### src/rtl/foo_pair_issue_if.sv
// Handshake bundle for foo_pair_issue: the 32-bit operand input stream and
// the result stream that comes out of the result FIFO.
interface foo_pair_issue_if;
    logic        in_valid;
    logic        in_ready;
    logic [31:0] in_data;
    logic        res_valid;
    logic        res_ready;
    logic [31:0] res_data;

    // Producer of operands and consumer of results
    modport master (
        output in_valid,
        output in_data,
        output res_ready,
        input  in_ready,
        input  res_valid,
        input  res_data
    );

    // The pairing / collecting block itself
    modport slave (
        input  in_valid,
        input  in_data,
        input  res_ready,
        output in_ready,
        output res_valid,
        output res_data
    );
endinterface

### src/rtl/foo_pair_issue.sv
// foo_pair_issue: pairs consecutive operand words into the 64-bit input of
// the foo adder pipeline, tracks every issued pair through foo's fixed
// latency with a tag shift register, and collects returning sums into a
// small result FIFO. Issue is credit-limited so that the FIFO can never
// overflow: a credit is taken on issue and returned when a result is popped.
module foo_pair_issue #(
    parameter int LATENCY    = 3,
    parameter int FIFO_DEPTH = 4
) (
    input  logic                clk,
    input  logic                rst_n,
    foo_pair_issue_if.slave     bus,
    output logic [63:0]         s_out,
    input  logic [31:0]         sum_in,
    output logic                half_pending
);

    localparam int CW = $clog2(FIFO_DEPTH + 1);
    localparam int AW = (FIFO_DEPTH > 1) ? $clog2(FIFO_DEPTH) : 1;
    localparam logic [CW-1:0] DEPTH_C   = CW'(FIFO_DEPTH);
    localparam logic [AW-1:0] LAST_SLOT = AW'(FIFO_DEPTH - 1);

    typedef enum logic {
        ST_EMPTY = 1'b0,
        ST_HALF  = 1'b1
    } pair_state_t;

    pair_state_t       state_reg;
    pair_state_t       state_next;
    logic [31:0]       held_reg;
    logic [LATENCY-1:0] vld_reg;
    logic [CW-1:0]     used_reg;
    logic [CW-1:0]     count_reg;
    logic [AW-1:0]     wr_ptr_reg;
    logic [AW-1:0]     rd_ptr_reg;
    logic [31:0]       mem_reg [FIFO_DEPTH];

    logic in_ready;
    logic accept;
    logic issue;
    logic push;
    logic pop;

    // Pair assembly is purely combinational: the held first word is foo's
    // 'a' operand, the word currently on the input bus is 'b'.
    assign s_out        = {held_reg, bus.in_data};
    assign half_pending = (state_reg == ST_HALF);

    assign accept = bus.in_valid && in_ready;
    assign issue  = accept && (state_reg == ST_HALF);
    assign push   = vld_reg[LATENCY-1];
    assign pop    = (count_reg != '0) && bus.res_ready;

    assign bus.in_ready  = in_ready;
    assign bus.res_valid = (count_reg != '0);
    assign bus.res_data  = mem_reg[rd_ptr_reg];

    // Pairing FSM state register
    always_ff @(posedge clk or negedge rst_n) begin
        if (!rst_n) begin
            state_reg <= ST_EMPTY;
        end else begin
            state_reg <= state_next;
        end
    end

    // Pairing FSM next state and ready: a first word is always welcome, the
    // second one only while a credit is free (depends on registered state only)
    always_comb begin
        state_next = state_reg;
        in_ready   = 1'b1;
        case (state_reg)
            ST_EMPTY: begin
                in_ready = 1'b1;
                if (bus.in_valid) begin
                    state_next = ST_HALF;
                end
            end
            ST_HALF: begin
                in_ready = (used_reg < DEPTH_C);
                if (bus.in_valid && (used_reg < DEPTH_C)) begin
                    state_next = ST_EMPTY;
                end
            end
            default: begin
                state_next = ST_EMPTY;
            end
        endcase
    end

    // Capture the first word of a pair; it stays on s_out[63:32] until replaced
    always_ff @(posedge clk or negedge rst_n) begin
        if (!rst_n) begin
            held_reg <= '0;
        end else if (accept && (state_reg == ST_EMPTY)) begin
            held_reg <= bus.in_data;
        end
    end

    // Tag shift register mirroring foo's pipeline; only tagged sums are kept
    generate
        for (genvar gi = 0; gi < LATENCY; gi++) begin : g_tag
            always_ff @(posedge clk or negedge rst_n) begin
                if (!rst_n) begin
                    vld_reg[gi] <= 1'b0;
                end else if (gi == 0) begin
                    vld_reg[gi] <= issue;
                end else begin
                    vld_reg[gi] <= vld_reg[(gi > 0) ? gi - 1 : 0];
                end
            end
        end
    endgenerate

    // Credit counter: pairs in flight plus results waiting in the FIFO
    always_ff @(posedge clk or negedge rst_n) begin
        if (!rst_n) begin
            used_reg <= '0;
        end else if (issue && !pop) begin
            used_reg <= used_reg + 1'b1;
        end else if (pop && !issue) begin
            used_reg <= used_reg - 1'b1;
        end
    end

    // FIFO occupancy and circular pointers; push and pop may coincide
    always_ff @(posedge clk or negedge rst_n) begin
        if (!rst_n) begin
            count_reg  <= '0;
            wr_ptr_reg <= '0;
            rd_ptr_reg <= '0;
        end else begin
            if (push && !pop) begin
                count_reg <= count_reg + 1'b1;
            end else if (pop && !push) begin
                count_reg <= count_reg - 1'b1;
            end
            if (push) begin
                wr_ptr_reg <= (wr_ptr_reg == LAST_SLOT) ? '0 : wr_ptr_reg + 1'b1;
            end
            if (pop) begin
                rd_ptr_reg <= (rd_ptr_reg == LAST_SLOT) ? '0 : rd_ptr_reg + 1'b1;
            end
        end
    end

    // FIFO storage, one register per slot so the head reads zero after reset
    generate
        for (genvar gi = 0; gi < FIFO_DEPTH; gi++) begin : g_slot
            always_ff @(posedge clk or negedge rst_n) begin
                if (!rst_n) begin
                    mem_reg[gi] <= '0;
                end else if (push && (wr_ptr_reg == AW'(gi))) begin
                    mem_reg[gi] <= sum_in;
                end
            end
        end
    endgenerate

    // Credits make an overflowing push impossible; catch it if it ever happens
    overflow_check: assert property (@(posedge clk) disable iff (!rst_n)
        push |-> (count_reg != DEPTH_C));

endmodule

### src/flat_wrapper.sv
// flat-port wrapper written by rule: the top's interface ports become plain ports
module foo_pair_issue_flat 
#(
    parameter int LATENCY    = 3,
    parameter int FIFO_DEPTH = 4
)
  (clk, rst_n, s_out, sum_in, half_pending, bus_in_valid, bus_in_data, bus_res_ready, bus_in_ready, bus_res_valid, bus_res_data);
  foo_pair_issue_if bus_i ();
  input  logic clk;
  input  logic rst_n;
  output logic [63:0] s_out;
  input  logic [31:0] sum_in;
  output logic half_pending;
  input wire logic [$bits(bus_i.in_valid)-1:0] bus_in_valid;
  input wire logic [$bits(bus_i.in_data)-1:0] bus_in_data;
  input wire logic [$bits(bus_i.res_ready)-1:0] bus_res_ready;
  output wire logic [$bits(bus_i.in_ready)-1:0] bus_in_ready;
  output wire logic [$bits(bus_i.res_valid)-1:0] bus_res_valid;
  output wire logic [$bits(bus_i.res_data)-1:0] bus_res_data;
  assign bus_i.in_valid = bus_in_valid;
  assign bus_i.in_data = bus_in_data;
  assign bus_i.res_ready = bus_res_ready;
  assign bus_in_ready = bus_i.in_ready;
  assign bus_res_valid = bus_i.res_valid;
  assign bus_res_data = bus_i.res_data;
  foo_pair_issue #(.LATENCY(LATENCY), .FIFO_DEPTH(FIFO_DEPTH)) u_core (.clk(clk), .rst_n(rst_n), .bus(bus_i), .s_out(s_out), .sum_in(sum_in), .half_pending(half_pending));
endmodule
### config.mk
export PLATFORM = sky130hd
export DESIGN_NAME = foo_pair_issue_flat
export DESIGN_NICKNAME = d
export VERILOG_FILES = /design/src/rtl/foo_pair_issue_if.sv /design/src/rtl/foo_pair_issue.sv /design/src/flat_wrapper.sv
export SDC_FILE = /design/constraint.sdc
export NUM_CORES = 1
export LEC_CHECK = 0
export ABC_CLOCK_PERIOD_IN_PS = 3420
export CELL_PAD_IN_SITES_DETAIL_PLACEMENT = 1
export CELL_PAD_IN_SITES_GLOBAL_PLACEMENT = 1
export CORE_MARGIN = 2
export CORE_UTILIZATION = 45
export CTS_BUF_LIST = sky130_fd_sc_hd__clkbuf_16
export CTS_CLUSTER_DIAMETER = 50
export DETAILED_ROUTE_END_ITERATION = 10
export PLACE_DENSITY = 0.84
export SYNTH_ARGS = -nofsm -noshare
export SYNTH_HDL_FRONTEND = slang
export SYNTH_SLANG_ARGS = --single-unit
### constraint.sdc
create_clock -name clk -period 3.42 [get_ports clk]
set_input_delay 0.684 -clock clk [delete_from_list [all_inputs] [get_ports clk]]
set_output_delay 0.684 -clock clk [all_outputs]
set_load 0.01 [all_outputs]
# Word-level counts from Yosys, hierarchy flattened
# Cells that the tools add are included.
[word_totals] ff_bits=174 latchBits=0 mem_bits_rw=0 romBits=0 input_bits=68 output_inout_bits=99 elab_cells=60 mem_count=0
[op_classes] add_sub_neg=6 multipliers=0 div=0 order_cmp=2 n_eq_ne=4 shift=0 mux=13 bitwise_logic=2 n_reduce_logical=20
[ops] op="$bmux 32 s2" n=1
[ops] op="$mux 32" n=2
[ops] op="$logic_and 1x1->1" n=13
[ops] op="$mux 3" n=4
[ops] op="$add 3x1->3 const B" n=2
[ops] op="$eq 2x2->1 const B" n=3
[ops] op="$sub 3x1->3 const B" n=2
[ops] op="$add 2x1->2 const B" n=2
[ops] op="$mux 2" n=2
[ops] op="$pmux 1 s2" n=2
[ops] op="$reduce_bool 2->1" n=2
[ops] op="$ge 3x3->1 const B" n=1
[ops] op="$logic_not 1->1" n=3
[ops] op="$lt 3x3->1 const B" n=1
[ops] op="$not 2->3" n=1
[ops] op="$reduce_bool 3->1" n=1
[ops] op="$eq 2x1->1 const B" n=1
[ops] op="$logic_not 2->1" n=1
[ops] op="$mux 1" n=2
[ops] op="$not 1->1" n=1

# Depth between registers and ports, before layout
# Gate-level depths: netlist (run 1).
[logic_depth] word_depth=8 depth_mapped=8 depth_no_buf=8

# Worst setup path after synthesis (run 1)
# No wires, ideal clock.
[synth_path] kind="register to register" from="register u_core.count_reg[1]" to="register u_core.count_reg[2]" arrival_ps=1953 t_required_ps=3341 path_slack_ps=1388 stages_incl_launch_ff=9 n_path_buf=0 cell_sequence="dfrtp_1 > or3_1 > nand2_1 > ha_1 > inv_1 > fa_1 > xor2_1 > nor2_1 > xor2_1"
[synth_via] elab_chain_len=5 elab_cells_between_ends=10 cone_classes="add/sub: 2; mux: 2; reduce/logical: 6"
[synth_lines] item="start: declaration" line="foo_pair_issue.sv:33" rtl="logic [CW-1:0] count_reg;"
[synth_lines] item="start signal: assignment" line="foo_pair_issue.sv:134" rtl="count_reg <= count_reg + 1'b1;"
[synth_lines] item="start signal: assignment" line="foo_pair_issue.sv:136" rtl="count_reg <= count_reg - 1'b1;"
[synth_lines] item="$reduce_bool 3->1 (*)"
[synth_lines] item="net bus_res_valid" line="flat_wrapper.sv:18" rtl="output wire logic [$bits(bus_i.res_valid)-1:0] bus_res_valid;"
[synth_lines] item="$logic_and 1x1->1 (*)" line="foo_pair_issue.sv:52" rtl="assign pop = (count_reg != '0) && bus.res_ready;"
[synth_lines] item="$logic_not 1->1" line="foo_pair_issue.sv:133" rtl="if (push && !pop) begin"
[synth_lines] item="$logic_and 1x1->1" line="foo_pair_issue.sv:133"
[synth_lines] item="$mux 3 or $reduce_bool 2->1 (tied branches)"
# Mark *: on every way through the listed nets, which the timed path passes. The rest lies on a longest branch. The select of a mux whose other input is x is not followed.
# A chain may end at the register's enable or synchronous reset.

# Worst setup path after layout (run 1)
[layout_path] from="register u_core.rd_ptr_reg[1]" to="output port bus_res_data[16]"
[layout_via] elab_chain_len=4
[layout_lines] item="start: declaration" line="foo_pair_issue.sv:35" rtl="logic [AW-1:0] rd_ptr_reg;"
[layout_lines] item="start signal: assignment" line="foo_pair_issue.sv:142" rtl="rd_ptr_reg <= (rd_ptr_reg == LAST_SLOT) ? '0 : rd_ptr_reg + 1'b1;"
[layout_lines] item="$not 2->3 (implied by the code)" line="foo_pair_issue.sv:56" rtl="assign bus.res_data = mem_reg[rd_ptr_reg];"
[layout_lines] item="$bmux 32 s2" line="foo_pair_issue.sv:56"
[layout_lines] item="$mux 32 (implied by the code) (2 in series)" line="foo_pair_issue.sv:56"
[layout_lines] item="end: declaration" line="flat_wrapper.sv:19" rtl="output wire logic [$bits(bus_i.res_data)-1:0] bus_res_data;"
# Every way passes these cells. The select of a mux whose other input is x is not followed.

==> metrics.cfg, run 1 <==
[sta]
rsz0062_at_grt = no
slew_viol_final = 0
clock_skew_ns = 0.00861
min_period_over_period = 0.902
hold_viol = 0
setup_tns_ns = 0
fin_crit_ns = 3.08
slew_headroom = 0.339
setup_viol = 0
fmax_ghz = 0.324
whs_ns = 0.325
worst_slew_pin_slew_ns = 0.988

[logic_synthesis]
yosysWarnings = 0
synth_nets = 541
synth_cell_types = 20
synth_flop_cell = dfrtp_1
netlist_instances = 464
ys_ff_latch = 174
yosysMostFrequentCell = dfrtp_1
avgSynthCellArea_um2 = 16.4
async_reset_ff_frac = 1.00
ys_top_cells_by_area = dfrtp_1, mux2_2, mux4_2
synth.cell_area_um2 = 7620
ys_seq_area_frac = 0.572
synth_edf_count = 0
synth_common_cells = dfrtp_1, mux2_2, buf_4
netlist.area_leader.share = 0.572
yosys.area.top_type = dfrtp_1

[finish]
antennaDiodeCount = 0
fin_cells = 830
nNetsFinal = 675
fillers = 1522
largest_reg_flops = 128
syn2layout_area_growth_pct = 28.3
multi_input_area_um2 = 2840
regArea_um2 = 4360
drive_gt1_frac = 0.384

[placement]
placedCellCount = 799
gp_congestion = 0.691
hpwl_um = 11300
io_buffers = 166

[worst_setup_path]
rrSetupSlack_ns = 1.19
worstPathArrival_ns = 2.40
reg2reg_depth = 8
cp-end-kind = output pin
critical_path_class = reg2out
timing.rr.start = u_core.count_reg[1]$_DFFE_PN0P_
worst_setup_path_start_kind = flip-flop
rr_endpoint = u_core.count_reg[2]$_DFFE_PN0P_
cp_max_fo = 20
cp.required_ns = 2.74

[floorplan]
die_w_um = 134
fp.dieH_um = 134
initial_utilization = 0.459
coreArea_um2 = 16600
ioPinCount = 167
num_rows = 47
die_area_um2 = 18000

[clock_network]
clk_pin_slew_ns = 0.06
cts_root_buf = clkbuf_16
worstSkewPairLatency_ns = 0.42
cts_buffers = 17
cts_tree = built
cts_resized = 0
post-cts-setup-buffer-count = 0
cts.path.max_buffers = 2
cts_sinks = 174
htreeDepth = 4
hold_buffers = 0

[route]
vias = 4348
route.detailed.drc = 0
drt_pass1_iterations = 4
ant_nets = 0
routed_wl_um = 17200
vias_per_cell = 5.24
drt_iter0_drc = 188
routedWlPerCell_um = 20.7

[job]
cap_violations = 0

[pwr]
ir_worst_vdd_v = 0.000409
leakagePower_nw = 4.02
p_per_area_nw_per_um2 = 1000

[global_routing]
grt.total_usage = 0.205
grt_max_degree = 98
antenna_found_initial = 0
grt_pass1_wl_um = 28100
overflow = 0
grt_pass1_vias = 5204

[min_path]
hold_path_class = in2async

[status]
outcome = finished clean

-- final cells by class --
class | instances | area share
clock buffer | 17 | 0.0435
clock inverter | 14 | 0.0133
inverter | 4 | 0.00154
multi-input combinational | 230 | 0.291
sequential | 174 | 0.446
tap | 220 | 0.0282
timing repair buffer | 171 | 0.177
-- critical path, cell delays in order, from the launching register on --
cell	delay, ns
dfrtp_2	0.75
buf_4	0.36
mux4_2	0.36
clkdlybuf4s50_1	0.50
-- cell families after synthesis --
group | Yosys count | synth area share
AOI/OAI and AO/OA | 2 | 0.00131
buffers and inverters | 60 | 0.0568
adders and majority gates | 9 | 0.0168
and+or+nand+nor | 17 | 0.00969
muxes | 196 | 0.337
DFF | 174 | 0.572
xor gates and xnor gates | 6 | 0.00690
-- metrics by stage --
stage	total power (W)	utilization	setup WS [ns]	instance area, um2
3_5_place_dp	0.00802	0.556	0.798	9220
6_report	0.00978	0.589	0.336	9770
4_1_cts	0.00991	0.589	0.335	9770
3_3_place_gp	0.00775	0.556	0.818	9220
2_1_floorplan	0.00612	-	1.39	7620
5_1_grt	0.0104	0.589	0.249	9770
-- placed cells by master (no fill, tap or decap), drive strengths merged --
master         instances
or3                    1
nor2                   6
mux2                 164
xor2                   4
o21ai                  2
buf                    6
bufinv                 2
fa                     2
clkdlybuf4s50        165
dfrtp                174
clkbuf                17
ha                     7
clkinvlp               3
and3b                  1
xnor2                  2
inv                    8
nor2b                  1
nand2                  8
clkinv                 5
mux4                  32
-- how the worst max path moves through the flow --
| stage | cells after the start | to | slack (ns) | from |
|---|---|---|---|---|
| global route | 3 | bus_res_data[16] | 0.25 | u_core.rd_ptr_reg[1]$_DFFE_PN0P_ |
| CTS | 3 | bus_res_data[16] | 0.34 | u_core.rd_ptr_reg[1]$_DFFE_PN0P_ |
| floorplan | 8 | u_core.count_reg[2]$_DFFE_PN0P_ | 1.39 | u_core.count_reg[1]$_DFFE_PN0P_ |
| detailed placement | 3 | bus_res_data[16] | 0.80 | u_core.rd_ptr_reg[1]$_DFFE_PN0P_ |
| global placement | 3 | bus_res_data[18] | 0.82 | u_core.rd_ptr_reg[1]$_DFFE_PN0P_ |
| finish | 3 | bus_res_data[16] | 0.34 | u_core.rd_ptr_reg[1]$_DFFE_PN0P_ |
-- routing by layer --
layer  global-route usage  vias to the layer above  part of all wire  wire (um)
met2                0.358                      149              0.52       8890
met3               0.0733                       16             0.074       1270
met4               0.0596                        0            0.0099        170
met5                    0                        -                 0          0
met1                0.240                     2278              0.40       6880
li1                     -                     1905                 -          -
-- report_power, final --
group	internal, W	leakage, nW	switching (W)
clock network	0.00106	0.276	0.000780
logic	0.00268	1.71	0.00149
registers	0.00312	2.03	0.000650
total	0.00686	4.02	0.00292
Note: power is estimated with default switching activity, not from simulation.
==> run 2, diff against run 1 <==
--- a/config.mk
+++ b/config.mk
@@ -13,6 +13,7 @@
 export CTS_BUF_LIST = sky130_fd_sc_hd__clkbuf_16
 export CTS_CLUSTER_DIAMETER = 50
 export DETAILED_ROUTE_END_ITERATION = 10
+export HOLD_SLACK_MARGIN = 0.12
 export PLACE_DENSITY = 0.84
 export SYNTH_ARGS = -nofsm -noshare
 export SYNTH_HDL_FRONTEND = slang
==> results of run 2 <==
The final DEF is identical to that of run 1; final timing and power are the same.
